<file path="config.mk">
export PLATFORM = sky130hd
export DESIGN_NAME = branch_resolve_unit_flat
export DESIGN_NICKNAME = d
export VERILOG_FILES = /design/src/rtl/branch_resolve_unit_if.sv /design/src/rtl/branch_resolve_unit.sv /design/src/flat_wrapper.sv
export SDC_FILE = /design/constraint.sdc
export NUM_CORES = 1
export LEC_CHECK = 0
export CORE_ASPECT_RATIO = 0.9
export CORE_MARGIN = 2
export CORE_UTILIZATION = 56
export DETAILED_ROUTE_END_ITERATION = 8
export PLACE_DENSITY = 0.82
export RECOVER_POWER = 50
export REMOVE_ABC_BUFFERS = 1
export SLEW_MARGIN = 20
export SYNTH_ARGS = -nofsm -noshare
export SYNTH_HDL_FRONTEND = slang
export SYNTH_SLANG_ARGS = --single-unit
</file>
<file path="constraint.sdc">
create_clock -name clk -period 5.2 [get_ports clk]
set_clock_uncertainty 0.15 [all_clocks]
set_input_delay 1.04 -clock clk [delete_from_list [all_inputs] [get_ports clk]]
set_output_delay 1.04 -clock clk [all_outputs]
set_load 0.005 [all_outputs]
</file>
<file path="src/rtl/branch_resolve_unit_if.sv">
// Fetch/execute/predictor bundle for the branch resolve unit.
// Master drives pushes and resolves; slave is the unit itself.
interface branch_resolve_unit_if #(
    parameter int PC_W = 32
);
    logic            pred_valid;
    logic [PC_W-1:0] pred_pc;
    logic            pred_taken;
    logic [PC_W-1:0] pred_target;
    logic            pred_ready;
    logic            res_valid;
    logic            res_taken;
    logic [PC_W-1:0] res_target;
    logic            upd_valid;
    logic [3:0]      upd_index;
    logic            upd_taken;
    logic            flush;
    logic [PC_W-1:0] redirect_pc;
    logic            q_empty;
    logic [15:0]     branch_count;
    logic [15:0]     mispredict_count;

    modport master (
        output pred_valid, pred_pc, pred_taken, pred_target,
        output res_valid, res_taken, res_target,
        input  pred_ready, upd_valid, upd_index, upd_taken,
        input  flush, redirect_pc, q_empty,
        input  branch_count, mispredict_count
    );

    modport slave (
        input  pred_valid, pred_pc, pred_taken, pred_target,
        input  res_valid, res_taken, res_target,
        output pred_ready, upd_valid, upd_index, upd_taken,
        output flush, redirect_pc, q_empty,
        output branch_count, mispredict_count
    );
endinterface

</file>
<file path="src/rtl/branch_resolve_unit.sv">
// In-order branch prediction queue resolved against execute outcomes;
// emits predictor updates, mispredict flush/redirect and statistics.
module branch_resolve_unit #(
    parameter int DEPTH = 4,
    parameter int PC_W  = 32
) (
    input logic                 clk,
    input logic                 rst,
    branch_resolve_unit_if.slave bus
);
    localparam int AW = $clog2(DEPTH);
    localparam int CW = AW + 1;

    logic [PC_W-1:0] q_pc  [DEPTH];
    logic [PC_W-1:0] q_tgt [DEPTH];
    logic            q_tk  [DEPTH];

    logic [AW-1:0]   rd_ptr;
    logic [AW-1:0]   wr_ptr;
    logic [CW-1:0]   count;

    logic            upd_valid;
    logic [3:0]      upd_index;
    logic            upd_taken;
    logic            flush;
    logic [PC_W-1:0] redirect_pc;
    logic [15:0]     branch_count;
    logic [15:0]     mispredict_count;

    logic            ready;
    logic            resolve;
    logic            mispredict;
    logic            push;
    logic            pop;
    logic [PC_W-1:0] head_pc;
    logic [PC_W-1:0] head_tgt;
    logic            head_tk;

    assign ready    = (count != CW'(DEPTH));
    assign head_pc  = q_pc[rd_ptr];
    assign head_tgt = q_tgt[rd_ptr];
    assign head_tk  = q_tk[rd_ptr];

    assign resolve = bus.res_valid && (count != '0);
    assign mispredict = resolve &&
        ((head_tk != bus.res_taken) ||
         (bus.res_taken && (head_tgt != bus.res_target)));
    // A push alongside a mispredict is on the wrong path.
    assign push = bus.pred_valid && ready && !mispredict;
    assign pop  = resolve && !mispredict;

    always_ff @(posedge clk) begin
        if (push) begin
            q_pc[wr_ptr]  <= bus.pred_pc;
            q_tgt[wr_ptr] <= bus.pred_target;
            q_tk[wr_ptr]  <= bus.pred_taken;
        end
    end

    always_ff @(posedge clk or posedge rst) begin
        if (rst) begin
            rd_ptr           <= '0;
            wr_ptr           <= '0;
            count            <= '0;
            upd_valid        <= 1'b0;
            upd_index        <= '0;
            upd_taken        <= 1'b0;
            flush            <= 1'b0;
            redirect_pc      <= '0;
            branch_count     <= '0;
            mispredict_count <= '0;
        end else begin
            upd_valid <= resolve;
            flush     <= mispredict;
            if (resolve) begin
                upd_index <= head_pc[3:0];
                upd_taken <= bus.res_taken;
                if (branch_count != 16'hFFFF)
                    branch_count <= branch_count + 16'd1;
            end
            if (mispredict) begin
                redirect_pc <= bus.res_taken ? bus.res_target
                                             : head_pc + PC_W'(4);
                if (mispredict_count != 16'hFFFF)
                    mispredict_count <= mispredict_count + 16'd1;
                rd_ptr <= '0;
                wr_ptr <= '0;
                count  <= '0;
            end else begin
                if (push)
                    wr_ptr <= wr_ptr + AW'(1);
                if (pop)
                    rd_ptr <= rd_ptr + AW'(1);
                unique case ({push, pop})
                    2'b10:   count <= count + CW'(1);
                    2'b01:   count <= count - CW'(1);
                    default: count <= count;
                endcase
            end
        end
    end

    assign bus.pred_ready       = ready;
    assign bus.upd_valid        = upd_valid;
    assign bus.upd_index        = upd_index;
    assign bus.upd_taken        = upd_taken;
    assign bus.flush            = flush;
    assign bus.redirect_pc      = redirect_pc;
    assign bus.q_empty          = (count == '0);
    assign bus.branch_count     = branch_count;
    assign bus.mispredict_count = mispredict_count;
endmodule

</file>
<file path="src/flat_wrapper.sv">
// flat-port wrapper written by rule: the top's interface ports become plain ports
module branch_resolve_unit_flat 
#(
    parameter int DEPTH = 4,
    parameter int PC_W  = 32
)
  (clk, rst, bus_pred_valid, bus_pred_pc, bus_pred_taken, bus_pred_target, bus_res_valid, bus_res_taken, bus_res_target, bus_pred_ready, bus_upd_valid, bus_upd_index, bus_upd_taken, bus_flush, bus_redirect_pc, bus_q_empty, bus_branch_count, bus_mispredict_count);
  branch_resolve_unit_if #(.PC_W(PC_W)) bus_i ();
  input logic clk;
  input logic rst;
  input wire logic [$bits(bus_i.pred_valid)-1:0] bus_pred_valid;
  input wire logic [$bits(bus_i.pred_pc)-1:0] bus_pred_pc;
  input wire logic [$bits(bus_i.pred_taken)-1:0] bus_pred_taken;
  input wire logic [$bits(bus_i.pred_target)-1:0] bus_pred_target;
  input wire logic [$bits(bus_i.res_valid)-1:0] bus_res_valid;
  input wire logic [$bits(bus_i.res_taken)-1:0] bus_res_taken;
  input wire logic [$bits(bus_i.res_target)-1:0] bus_res_target;
  output wire logic [$bits(bus_i.pred_ready)-1:0] bus_pred_ready;
  output wire logic [$bits(bus_i.upd_valid)-1:0] bus_upd_valid;
  output wire logic [$bits(bus_i.upd_index)-1:0] bus_upd_index;
  output wire logic [$bits(bus_i.upd_taken)-1:0] bus_upd_taken;
  output wire logic [$bits(bus_i.flush)-1:0] bus_flush;
  output wire logic [$bits(bus_i.redirect_pc)-1:0] bus_redirect_pc;
  output wire logic [$bits(bus_i.q_empty)-1:0] bus_q_empty;
  output wire logic [$bits(bus_i.branch_count)-1:0] bus_branch_count;
  output wire logic [$bits(bus_i.mispredict_count)-1:0] bus_mispredict_count;
  assign bus_i.pred_valid = bus_pred_valid;
  assign bus_i.pred_pc = bus_pred_pc;
  assign bus_i.pred_taken = bus_pred_taken;
  assign bus_i.pred_target = bus_pred_target;
  assign bus_i.res_valid = bus_res_valid;
  assign bus_i.res_taken = bus_res_taken;
  assign bus_i.res_target = bus_res_target;
  assign bus_pred_ready = bus_i.pred_ready;
  assign bus_upd_valid = bus_i.upd_valid;
  assign bus_upd_index = bus_i.upd_index;
  assign bus_upd_taken = bus_i.upd_taken;
  assign bus_flush = bus_i.flush;
  assign bus_redirect_pc = bus_i.redirect_pc;
  assign bus_q_empty = bus_i.q_empty;
  assign bus_branch_count = bus_i.branch_count;
  assign bus_mispredict_count = bus_i.mispredict_count;
  branch_resolve_unit #(.DEPTH(DEPTH), .PC_W(PC_W)) u_core (.clk(clk), .rst(rst), .bus(bus_i));
endmodule
</file>
Word level (Yosys, flattened, before mapping)
Memory sizes are Yosys's and may differ from the RTL's.
Cells that the tools add are included.
- memory bits (writable): 260
- memories kept: 3
- bits of input ports: 102
- register bits after elaboration: 78
- word-level logic and storage cells: 51
- output and inout bits: 73
- memory list (memory ; words ; width ; read ports ; clocked after memory_dff ; wr ports ; line ; text):
    u_core.q_pc ; 4 ; 32 ; 1 ; 0 ; 1 ; branch_resolve_unit.sv:14 ; logic [PC_W-1:0] q_pc [DEPTH];
    u_core.q_tgt ; 4 ; 32 ; 1 ; 0 ; 1 ; branch_resolve_unit.sv:15 ; logic [PC_W-1:0] q_tgt [DEPTH];
    u_core.q_tk ; 4 ; 1 ; 1 ; 0 ; 1 ; branch_resolve_unit.sv:16 ; logic q_tk [DEPTH];
- reduce and logical (&&, ||, !) cells: 15
- muxes and demuxes: 9
- $add $sub $neg: 7
- equal/unequal tests: 7
- operators by type and width (kind ; count):
    $add A16 B1 Y16 const B ; 2
    $add A32 B3 Y32 const B ; 1
    $mux W32 ; 1
    $ne A16 B16 Y1 const B ; 2
    $ne A32 B32 Y1 ; 1
    $mux W2 ; 4
    $logic_and A1 B1 Y1 ; 6
    $pmux W3 S2 ; 1
    $reduce_bool A3 Y1 ; 2
    $add A2 B1 Y2 const B ; 2
    $reduce_and A2 Y1 ; 2
    $reduce_bool A2 Y1 ; 2
    $add A3 B1 Y3 const B ; 1
    $logic_not A3 Y1 ; 1
    $mux W3 ; 1
    $ne A3 B3 Y1 const B ; 1
    $sub A3 B1 Y3 const B ; 1
    $eq A2 B1 Y1 const B ; 1
    $eq A2 B2 Y1 const B ; 1
    $mux W1 ; 2
    $logic_not A1 Y1 ; 1
    $logic_or A1 B1 Y1 ; 1
    $ne A1 B1 Y1 ; 1

Longest topological paths before layout
An unclocked memory read counts as a cell.
- depth after elaboration: 10
- depth in mapped cells: 20
- depth with buffers taken out: 14

Worst setup path before layout
No wires, ideal clock.
- path kind: reg-to-reg
- start point: register u_core.rd_ptr[0]
- end point: memory u_core.q_pc[1][0], enable pin
- stages on the path, launching flop included: 12
- data required time: 4.620 ns
- library setup time: 0.430 ns
- data arrival time: 3.906 ns
- path slack: 0.714 ns
- buffers on the path: 4
- period minus slack after synthesis: 4.486 ns
- cell sequence: dfrtp_1 > buf_6 > buf_8 > mux4_2 > xor2_1 > nor4_2 > nand4_1 > nor4_2 > or3_1 > buf_6 > clkbuf_2 > and3_1
- cells in the longest elaborated chain, start to end: 9
- elaborated cells between the ends (all ways): 11
- classes of those cells: eq/ne (2); mux (2); reduce/logical (5); memory (2)
- RTL lines (what ; line ; text):
    start: declaration ; branch_resolve_unit.sv:18 ; logic [AW-1:0] rd_ptr;
    start signal: assignment ; branch_resolve_unit.sv:93 ; rd_ptr <= rd_ptr + AW'(1);
    $mem_v2 Z4 W32 ; n/a ;
    $ne A32 B32 Y1 ; branch_resolve_unit.sv:47 ; (bus.res_taken && (head_tgt != bus.res_target)));
    $logic_and A1 B1 Y1 ; branch_resolve_unit.sv:47 ;
    $logic_or A1 B1 Y1 * ; branch_resolve_unit.sv:46 ; ((head_tk != bus.res_taken) ||
    $logic_and A1 B1 Y1 * ; branch_resolve_unit.sv:45 ; assign mispredict = resolve &&
    $logic_not A1 Y1 * ; branch_resolve_unit.sv:49 ; assign push = bus.pred_valid && ready && !mispredict;
    $logic_and A1 B1 Y1 * ; branch_resolve_unit.sv:49 ;
    $mux W1 * ; branch_resolve_unit.sv:53 ; if (push) begin
    $mux W1 (implied by the code) * ; branch_resolve_unit.sv:54 ; q_pc[wr_ptr] <= bus.pred_pc;
    end: declaration ; branch_resolve_unit.sv:14 ;
Every way passes the cells marked *; elsewhere a longest branch is shown, timed or not.

Worst setup path after layout
- start point: register u_core.rd_ptr[0]
- end point: register u_core.redirect_pc[22] (netlist: u_core.bus.redirect_pc[22])
- cells in the longest elaborated chain, start to end: 5
- elaborated cells between the ends (all ways): 10
- classes of those cells: add/sub (1); eq/ne (2); mux (1); reduce/logical (3); memory (3)
- RTL lines (what ; line ; text):
    parallel branches: the longest is 5 deep, another holds $mem_v2 Z4 W32 ; n/a ;
    end signal: assignment ; branch_resolve_unit.sv:82 ; redirect_pc <= bus.res_taken ? bus.res_target
    end: declaration ; branch_resolve_unit.sv:26 ; logic [PC_W-1:0] redirect_pc;
Parallel ways; which one is timed is not known.
A chain may end at the register's enable or synchronous reset.

==> results.toml <==
[synth]
synth-seq-cells = 338
ys_warn_count = 0
ys_types = 52
netlist_instances = 857
ys.flop_type = "edfxtp_1"
synthesis.area_mm2 = 0.0143
yosysSeqAreaShare = 0.685
syn_area_per_cell_um2 = 16.6
synth_edf_count = 260
async_flop_share = 0.231

[clocking]
cts_root_buf = "clkbuf_16"
post_cts.repair.setup_buffers = 0
clkSinkCount = 338
clk_path_buf_depth = 3
cts_max_level = 2
hold_buffers = 0
clk_latency_ns = 0.51
cts_resized = 0
cts-buffers-inserted = 36
path_clk_slew_ns = 0.06
cts_tree = "yes"

[routing]
wire_per_inst_um = 21.5
drtPass1Iterations = 6
drc = 0
num_vias = 8186
drt_wl_total_um = 30600
via_per_inst = 5.76
antenna_left = 0
drtIter0Drc = 541

[global_route]
grt_start_max_net_pins = 65
grt_pass1_vias = 8099
grt_pass1_wl_um = 46100
grt_busiest_layer = "met2"
use_met1 = 0.321
grt_use_met2 = 0.375
antenna_found_initial = 2
grt_overflow_total = 0
grtUsageTotal = 0.231
grt_util_met3 = 0.0443

[power_and_ir_drop]
power.switching_mw = 2.51
switching_share = 0.286
intPower_mw = 6.27
p_leak_nw = 6.21
peakVddDrop_v = 0.000345
seq_power_share = 0.441
pwr-share-clk = 0.296
pwr-share-comb = 0.264
p_per_area_mw_per_mm2 = 501

[status]
status = "finished with violations"
violations = "max-capacitance violations, max-slew violations"

[floorplan]
rows = 55
dieWidth_um = 172
ios = 175
die_h_um = 155
fp.coreArea_mm2 = 0.0250
start_util = 0.569
dieArea_mm2 = 0.0268

[timing]
max_freq_mhz = 220
period_share = 0.872
setup_viol = 0
drv_slew = 35
tns_ns = 0
max-slew-margin-rel = -0.0786
fin_ws_ns = 0.663
rsz0062_at_grt = "no"
fin_hold_ws_ns = 0.328
hold_viol_final = 0
worst_pin_slew_ns = 1.61
period_needed_ns = 4.54

[worst_setup_path]
worst-path-buf-inv = 2
cp_slowest_stage_delay_ns = 0.89
path_max_fanout = 64
start_kind = "flip-flop"
slowest_stage = "dfrtp_4"
worstSetupEndpointType = "flip-flop"
crit_path_cell_trace = "mux4_1, xor2_1, nor4_1, nand4b_1, nor4_2, or3_2, buf_4, inv_2, mux2_4"
crit_family = "simple AND/OR/NAND/NOR gates"
crit_required_ns = 5.44
crit_type = "reg -> reg"
cp.arrival_ns = 4.78

[layout]
final_cells = 1422
area.growth.synth_to_final_pct = 22.8
fin_area_mm2 = 0.0175
drive_gt1_frac = 0.140
nets = 1163

[placed_design]
place_congestion = 0.818
port_buffers = 174
dp_cells = 1356
pre_cts_slack_ns = 0.669
post_dp_cell_area_mm2 = 0.0163
dpl.hpwl_um = 20000

[job]
maxCapViolCount = 1

[hold_path]
worstHoldPathType = "reg -> reg"
[cells in the final DEF, fill, tap and decap left out, types with 15 or more instances in the layout]
master           instances
dlygate4sd3_1           93
xor2_1                  48
nor3_1                  15
xnor2_1                 44
nand2_1                 66
a21oi_1                 16
buf_4                   15
mux2i_1                 34
clkbuf_16               38
nor2_1                  38
mux4_2                  45
edfxtp_1               260
clkdlybuf4s50_1         80
dfrtp_1                 76
o21ai_0                 36
nand3_1                 20
[stage by stage]
stage	utilization	total power, mW
after detailed placement	0.650	6.29
after CTS	0.699	8.90
after global placement	0.650	6.20
after global routing	0.699	9.17
after floorplan	-	5.24
final	0.699	8.78
[cells by family (layout without fill, tap and decap cells)]
logic type	count (synthesis)	after routing	synth area share
flops	338	338	0.685
simple gates	195	195	0.0691
mux	107	107	0.130
xor+xnor	92	92	0.0565
compound gates	65	65	0.0254
buf+inv	51	273	0.0258
fa+ha+maj	9	9	0.00843
other cells	0	1	0
[per-layer routing]
layer	routed length, um	vias to the layer above
met1	12900	4155
met5	13	-
met2	14900	310
met4	748	2
met3	2030	59
li1	-	3660
[worst paths after layout]
kind | cells after the start | to | slack [ns] | startpoint
max reg2reg | 9 | u_core.bus.redirect_pc[22] | 0.66 | u_core.rd_ptr[0]
min reg2reg | 2 | u_core.bus.redirect_pc[10] | 0.33 | u_core.bus.redirect_pc[10]
min | 2 | u_core.bus.redirect_pc[10] | 0.33 | u_core.bus.redirect_pc[10]
max | 9 | u_core.bus.redirect_pc[22] | 0.66 | u_core.rd_ptr[0]
min in group asynchronous | 2 | u_core.bus.branch_count[15] | 1.21 | rst
max in group asynchronous | 3 | u_core.rd_ptr[1] | 1.75 | rst
[power by group through the flow]
stage          Combinational (mW)  Sequential (mW)  Clock (mW)
2_1_floorplan                1.34             3.90           0
3_3_place_gp                 2.29             3.90           0
3_5_place_dp                 2.36             3.93           0
4_1_cts                      2.38             3.88        2.64
5_1_grt                      2.51             3.93        2.74
6_report                     2.31             3.87        2.60
[state kept, by name, indices dropped and copies added (netlist names)]
register                     cells
u_core.bus.upd_index             4
u_core.bus.redirect_pc          32
u_core.count                     3
u_core.rd_ptr                    2
u_core.bus.upd_valid             1
u_core.q_pc                    128
u_core.bus.flush                 1
u_core.q_tk                      4
u_core.bus.upd_taken             1
u_core.bus.branch_count         16
u_core.bus.mispredict_count     16
u_core.wr_ptr                    2
u_core.q_tgt                   128
[Yosys cell counts, types with 3 or more instances]
cell type  instances  area (um^2)
edfxtp_1         260         7810
dfrtp_1           78         1950
nand2_1           66          248
xor2_1            48          420
mux4_2            45         1010
xnor2_1           44          385
nor2_1            38          143
o21ai_0           36          180
mux2i_1           34          340
nand3_1           20          100
a21oi_1           16         80.1
nor3_1            15         75.1
inv_1             14         52.6
and3_1            13         81.3
nand4_1           12         75.1
mux2_2            11          124
mux4_1            11          289
buf_6              9          101
buf_2              8         40.0
ha_1               8          100
clkbuf_1           7         26.3
mux2_4             6         90.1
nor4_1             5         31.3
buf_4              4         30.0
nor4_2             4         50.1
a221oi_1           3         26.3
and2_1             3         18.8
and4_1             3         26.3
buf_12             3         60.1
buf_8              3         45.0
o21ai_1            3         15.0
[worst reg2reg max path, stage by stage, from the launching register on]
cell and delay, ns:
dfrtp_4 0.89, mux4_1 0.70, xor2_1 0.16, nor4_1 0.47, nand4b_1 0.24, nor4_2 0.37, or3_2 0.23, buf_4 0.56
inv_2 0.29, mux2_4 0.36
[layout make-up]
type,instances,area (um^2)
diodes,1,2.50
flip-flops and latches,338,9770
repair buffers,193,1900
clock buffers,49,1030
fillers,1621,7540
inverters,15,57.6
well taps,342,428
clock inverters,16,186
multi-input cells,468,4140
No activity file was read; power rests on OpenSTA's default activity.
